### src/rtl/combo_lock_pkg.sv
// Shared types and sizing helpers for the combination lock controller.
package combo_lock_pkg;

  typedef enum logic [1:0] {ENTRY, OPEN, PROG, LOCKOUT} state_t;

  // Timer width from the largest period. The +1 keeps an exact power of two representable.
  function automatic int tmr_width(input int a, input int b, input int c);
    int m;
    m = a;
    if (b > m) m = b;
    if (c > m) m = c;
    return $clog2(m + 1);
  endfunction

  localparam int TMR_W = tmr_width(500, 1000, 200);

endpackage

### src/rtl/combo_lock_cycle_timer.sv
// Loadable down-counter. done pulses in the last counted cycle, so a load of N
// gives N cycles (including the cycle after the load) up to and including the done cycle.
module cycle_timer #(
  parameter int W = 10
) (
  input  logic         CLK,
  input  logic         RST,
  input  logic         load,
  input  logic [W-1:0] load_val,
  input  logic         clr,
  output logic         done
);

  logic [W-1:0] cnt;

  // Count register: clear wins over load, otherwise count down to zero and stop.
  always_ff @(posedge CLK or negedge RST) begin
    if (!RST)                cnt <= '0;
    else if (clr)            cnt <= '0;
    else if (load)           cnt <= load_val;
    else if (cnt != '0)      cnt <= cnt - W'(1);
  end

  assign done = (cnt == W'(1));

endmodule

### src/rtl/combo_lock_ctrl.sv
// Attempt-based combination lock controller: collects CODE_LEN-bit attempts,
// times the unlock window, counts failures and enforces lockout.
// Optional macro COMBO_ENTRY_TIMEOUT_EN discards stale partial entries.
module combo_lock_ctrl
  import combo_lock_pkg::*;
#(
  parameter int                  CODE_LEN       = 5,
  parameter logic [CODE_LEN-1:0] DEFAULT_CODE   = 5'b01011,
  parameter int                  MAX_FAILS      = 3,
  parameter int                  UNLOCK_CYCLES  = 500,
  parameter int                  LOCKOUT_CYCLES = 1000,
  parameter int                  ENTRY_TIMEOUT  = 200
) (
  input  logic                               CLK,
  input  logic                               RST,
  input  logic                               btn_valid,
  input  logic                               btn_bit,
  input  logic                               prog_req,
  input  logic                               relock,
  output logic                               unlock,
  output logic                               locked_out,
  output logic                               prog_mode,
  output logic [$clog2(MAX_FAILS+1)-1:0]     fail_cnt,
  output logic [$clog2(CODE_LEN+1)-1:0]      digit_cnt
);

  localparam int FW = $clog2(MAX_FAILS + 1);
  localparam int DW = $clog2(CODE_LEN + 1);
  localparam int TW = tmr_width(UNLOCK_CYCLES, LOCKOUT_CYCLES, ENTRY_TIMEOUT);

  state_t                state, nxt;
  logic [CODE_LEN-1:0]   shreg, sh_n, code, code_n, collected;
  logic [DW-1:0]         dc_n;
  logic [FW-1:0]         fc_n;
  logic                  last;
  logic                  t_load, t_clr, t_done;
  logic [TW-1:0]         t_val;
  logic                  e_load, e_clr, ent_exp;

  assign collected = {shreg[CODE_LEN-2:0], btn_bit};
  assign last      = (digit_cnt == DW'(CODE_LEN - 1));

  // Unlock and lockout never overlap, so one timer serves both.
  cycle_timer #(.W(TW)) u_tmr (
    .CLK(CLK), .RST(RST), .load(t_load), .load_val(t_val), .clr(t_clr), .done(t_done)
  );

`ifdef COMBO_ENTRY_TIMEOUT_EN
  logic e_done;
  // Reloaded on every accepted non-final bit; expiry only counts if this cycle is idle.
  cycle_timer #(.W(TW)) u_ent_tmr (
    .CLK(CLK), .RST(RST), .load(e_load), .load_val(TW'(ENTRY_TIMEOUT)), .clr(e_clr), .done(e_done)
  );
  assign ent_exp = e_done && !btn_valid && (digit_cnt != '0) && (state == ENTRY || state == PROG);
`else
  logic unused_ent;
  assign unused_ent = ^{e_load, e_clr};
  assign ent_exp    = 1'b0;
`endif

  // Next-state and datapath updates; priority relock > prog_req > timer expiry > btn_valid.
  always_comb begin
    nxt    = state;
    sh_n   = shreg;
    dc_n   = digit_cnt;
    fc_n   = fail_cnt;
    code_n = code;
    t_load = 1'b0;
    t_val  = '0;
    t_clr  = 1'b0;
    e_load = 1'b0;
    e_clr  = 1'b0;
    case (state)
      ENTRY: begin
        if (ent_exp) begin
          sh_n = '0;
          dc_n = '0;
        end else if (btn_valid) begin
          if (last) begin
            sh_n  = '0;
            dc_n  = '0;
            e_clr = 1'b1;
            if (collected == code) begin
              nxt    = OPEN;
              fc_n   = '0;
              t_load = 1'b1;
              t_val  = TW'(UNLOCK_CYCLES);
            end else begin
              if (fail_cnt != FW'(MAX_FAILS)) fc_n = fail_cnt + FW'(1);
              if (fail_cnt + FW'(1) == FW'(MAX_FAILS)) begin
                nxt    = LOCKOUT;
                t_load = 1'b1;
                t_val  = TW'(LOCKOUT_CYCLES);
              end
            end
          end else begin
            sh_n   = collected;
            dc_n   = digit_cnt + DW'(1);
            e_load = 1'b1;
          end
        end
      end
      OPEN: begin
        if (relock) begin
          nxt   = ENTRY;
          t_clr = 1'b1;
        end else if (prog_req) begin
          nxt   = PROG;
          t_clr = 1'b1;
          sh_n  = '0;
          dc_n  = '0;
        end else if (t_done) begin
          nxt = ENTRY;
        end
      end
      PROG: begin
        if (relock || ent_exp) begin
          nxt   = ENTRY;
          sh_n  = '0;
          dc_n  = '0;
          e_clr = 1'b1;
        end else if (btn_valid) begin
          if (last) begin
            code_n = collected;
            nxt    = ENTRY;
            sh_n   = '0;
            dc_n   = '0;
            e_clr  = 1'b1;
          end else begin
            sh_n   = collected;
            dc_n   = digit_cnt + DW'(1);
            e_load = 1'b1;
          end
        end
      end
      LOCKOUT: begin
        if (t_done) begin
          nxt  = ENTRY;
          fc_n = '0;
          dc_n = '0;
          sh_n = '0;
        end
      end
      default: nxt = ENTRY;
    endcase
  end

  // State, datapath and registered status outputs decoded from the next state.
  always_ff @(posedge CLK or negedge RST) begin
    if (!RST) begin
      state      <= ENTRY;
      shreg      <= '0;
      code       <= DEFAULT_CODE;
      digit_cnt  <= '0;
      fail_cnt   <= '0;
      unlock     <= 1'b0;
      locked_out <= 1'b0;
      prog_mode  <= 1'b0;
    end else begin
      state      <= nxt;
      shreg      <= sh_n;
      code       <= code_n;
      digit_cnt  <= dc_n;
      fail_cnt   <= fc_n;
      unlock     <= (nxt == OPEN);
      locked_out <= (nxt == LOCKOUT);
      prog_mode  <= (nxt == PROG);
    end
  end

endmodule

### config.mk
export PLATFORM = sky130hd
export DESIGN_NAME = combo_lock_ctrl
export DESIGN_NICKNAME = d
export VERILOG_FILES = /design/src/rtl/combo_lock_pkg.sv /design/src/rtl/combo_lock_cycle_timer.sv /design/src/rtl/combo_lock_ctrl.sv
export SDC_FILE = /design/constraint.sdc
export NUM_CORES = 1
export LEC_CHECK = 0
export BUFFER_PORTS_ARGS = -buffer_cell sky130_fd_sc_hd__buf_2
export CAP_MARGIN = 15
export CORE_MARGIN = 1.5
export CORE_UTILIZATION = 45
export CTS_CLUSTER_DIAMETER = 50
export DETAILED_ROUTE_END_ITERATION = 6
export SYNTH_ARGS = -nofsm -noshare
export SYNTH_HDL_FRONTEND = slang
export SYNTH_SLANG_ARGS = --single-unit
### constraint.sdc
create_clock -name CLK -period 2.4 [get_ports CLK]
set_input_delay 0.12 -clock CLK [delete_from_list [all_inputs] [get_ports CLK]]
set_output_delay 0.12 -clock CLK [all_outputs]
set_load 0.05 [all_outputs]
==> flow_summary.json <==
{
  "status": "finished clean",
  "ys.flop_type": "dfrtp_1",
  "cts.path.max_buffers": 2,
  "synth-edff-count": 0,
  "peakVddDrop_mv": 0.414,
  "max_slew_margin_pct": 56.5,
  "num_vias": 1259,
  "async_flop_share_pct": 100,
  "portBuffers": 13,
  "met3_usage_pct": 6.31,
  "p_comb_share_pct": 35.9,
  "synth_fp_nets": 172,
  "p_int_mw": 1.06,
  "final_max_slew_viol_count": 0,
  "yosys.area.top_type": "dfrtp_1",
  "insertion_delay_ns": 0.34,
  "fin_crit_ns": 2.05,
  "end_kind": "flip-flop",
  "viasPerCell": 5.72,
  "switching_share_pct": 39.4,
  "p_leak_nw": 0.786,
  "yosys_warnings": 0,
  "synth_area_per_cell_um2": 10.0,
  "synth_top_area_share_pct": 40.8,
  "post-cts-setup-buffer-count": 0,
  "clock_sinks": 29,
  "place_congestion": 0.801,
  "root_buffer": "clkbuf_4",
  "num-nets-final": 186,
  "max_cap_violations": 0,
  "ys_seq_area_share_pct": 45.8,
  "crit_type": "reg -> reg",
  "dpl_cell_area_um2": 1690,
  "n_antenna_cell": 0,
  "final_layout_size_suffix_gt1_share_pct": 17.8,
  "chipWidth_um": 62.5,
  "ys_ff_latch": 29,
  "rows": 21,
  "met1_usage_pct": 23.0,
  "power.density_nw_per_um2": 984,
  "final_cell_mix": "dfrtp_1 (26), buf_2 (13), nand3_1 (10), inv_1 (9), o21ai_0 (9)",
  "seqPwrFrac_pct": 44.3,
  "hold_path_class": "in -> reg",
  "finalHoldViolCount": 0,
  "grt.busiest_layer": "met2",
  "wire_per_inst_um": 14.2,
  "post-dp-hpwl_um": 2230,
  "grt_max_degree": 30,
  "grtUsageTotal_pct": 17.8,
  "boundaryPins": 14,
  "grt_pass1_vias": 1180,
  "numCtsBuffers": 5,
  "reg2reg_depth": 6,
  "first_pass_iters": 4,
  "synth.distinct_cells": 44,
  "use_met2_pct": 27.3,
  "synth.cell_area_um2": 1590,
  "p_sw_mw": 0.686,
  "drt-initial-drc-count": 55,
  "dieArea_um2": 3910,
  "grt_remaining_overflow": 0,
  "grt_pass1_wl_um": 5340,
  "synthTopCellsByArea": "dfrtp_1 (41%), ha_1 (5.5%), dfstp_2 (4.9%)",
  "core_area_um2": 3360,
  "htree_levels": 2,
  "tightest_slew_ns": 0.653,
  "initial_utilization_pct": 47.4,
  "cts_tree": "done",
  "drc_errors": 0,
  "rsz0062_at_grt": "false",
  "clkTransAtPathRegs_ns": 0.11,
  "cp.required_ns": 2.63,
  "ant_nets": 0,
  "setup_tns_ns": 0,
  "finalCritPeriodShare_pct": 85.3,
  "dieHeight_um": 62.5,
  "clock_skew_ns": 0.0220,
  "antenna_found_initial": 0,
  "syn2layout_area_growth_pct": 11.2,
  "synth_cells": 159,
  "cp_max_fo": 6,
  "final_cell_area_um2": 1770,
  "setup_viol_count_final": 0,
  "start_kind": "flip-flop",
  "final_common_cell": "dfrtp_1",
  "arrival_ns": 2.27,
  "wl_um": 3130,
  "clkPwrFrac_pct": 19.7,
  "fmax_mhz": 489,
  "hold_depth": 2
}
==> timing repair <==
| item | CTS | global route |
|---|---|---|
| gates resized for setup | 0 | 0 |
| hold buffers | 1 | 0 |
| endpoints found under the hold margin | 26 | 0 |
==> registers in the layout, indices dropped and copies added (netlist names), 2 cells and up <==
name / flops
code: 5
digit_cnt: 3
fail_cnt: 2
shreg: 4
state: 2
u_tmr.cnt: 10
==> worst max-delay path: stages (launching register included) <==
cell and delay, ns:
dfrtp_1 0.43, inv_1 0.07, ha_1 0.18, nand2_1 0.10
or3_1 0.47, or3_1 0.45, a211oi_1 0.24
==> layer usage <==
layer	part of all wire, %	wire (um)
met1	50	1560
met2	44	1390
met3	4.3	134
met4	1.6	51
met5	0	0
==> per-stage QoR <==
stage,hold WS [ns],power [mW],setup slack (ns),utilization (%),std cells
detailed placement,0.191,1.40,0.358,50.3,211
floorplan,-0.176,1.26,0.276,-,159
finish,0.0578,1.74,0.353,52.6,220
CTS,0.0529,1.76,0.323,52.6,220
global route,0.0555,1.89,0.180,52.6,220
global placement,0.179,1.39,0.403,50.3,211
==> cell families (layout without fill, tap and decap cells) <==
kind of cell	after synthesis	count (layout)	synth area share [%]
xor gates and xnor gates	7	7	3.85
buffers and inverters	18	33	4.40
and+or+nand+nor	50	50	18.0
DFF	29	29	45.8
AOI/OAI and AO/OA	42	42	18.2
adders and majority gates	7	7	5.50
muxes	6	6	4.24
==> cells in the mapped netlist, types with 3 or more instances <==
cell      instances
a21oi_1           8
a22o_1            5
clkbuf_1          6
dfrtp_1          26
dfstp_2           3
ha_1              7
inv_1             9
mux2_1            4
nand2_1           8
nand3_1          10
nor2_1            5
nor3_1            5
o211ai_1          3
o21ai_0           9
o31a_1            4
or3_1             3
or4_1             3
xnor2_1           6
==> power groups by stage <==
stage          clock (mW)  sequential (mW)  combinational (mW)
3_3_place_gp            0            0.773               0.621
4_1_cts             0.355            0.771               0.629
3_5_place_dp            0            0.777               0.626
2_1_floorplan           0            0.828               0.432
5_1_grt             0.389            0.800               0.702
6_report            0.344            0.772               0.626
==> final cells by class <==
class,instances,area [um2]
inverter,10,37.5
sequential,29,729
clock buffer,7,65.1
clock inverter,1,5.00
multi-input combinational,112,793
timing repair buffer,15,82.6
fill,328,1590
tap,46,57.6
==> path summary, 6_finish.rpt <==
path | from | endpoint | slack (ns)
min in group asynchronous | RST | state[1]$_DFF_PN0_ | 0.34
worst min register to register | code[2]$_DFFE_PN0P_ | code[2]$_DFFE_PN0P_ | 0.52
max in group asynchronous | RST | code[2]$_DFFE_PN0P_ | 1.62
worst max-delay path | digit_cnt[0]$_DFFE_PN0P_ | unlock$_DFF_PN0_ | 0.35
worst min-delay path | btn_bit | shreg[0]$_DFFE_PN0P_ | 0.06
worst max register to register | digit_cnt[0]$_DFFE_PN0P_ | unlock$_DFF_PN0_ | 0.35
(Power assumes the default switching activity.)
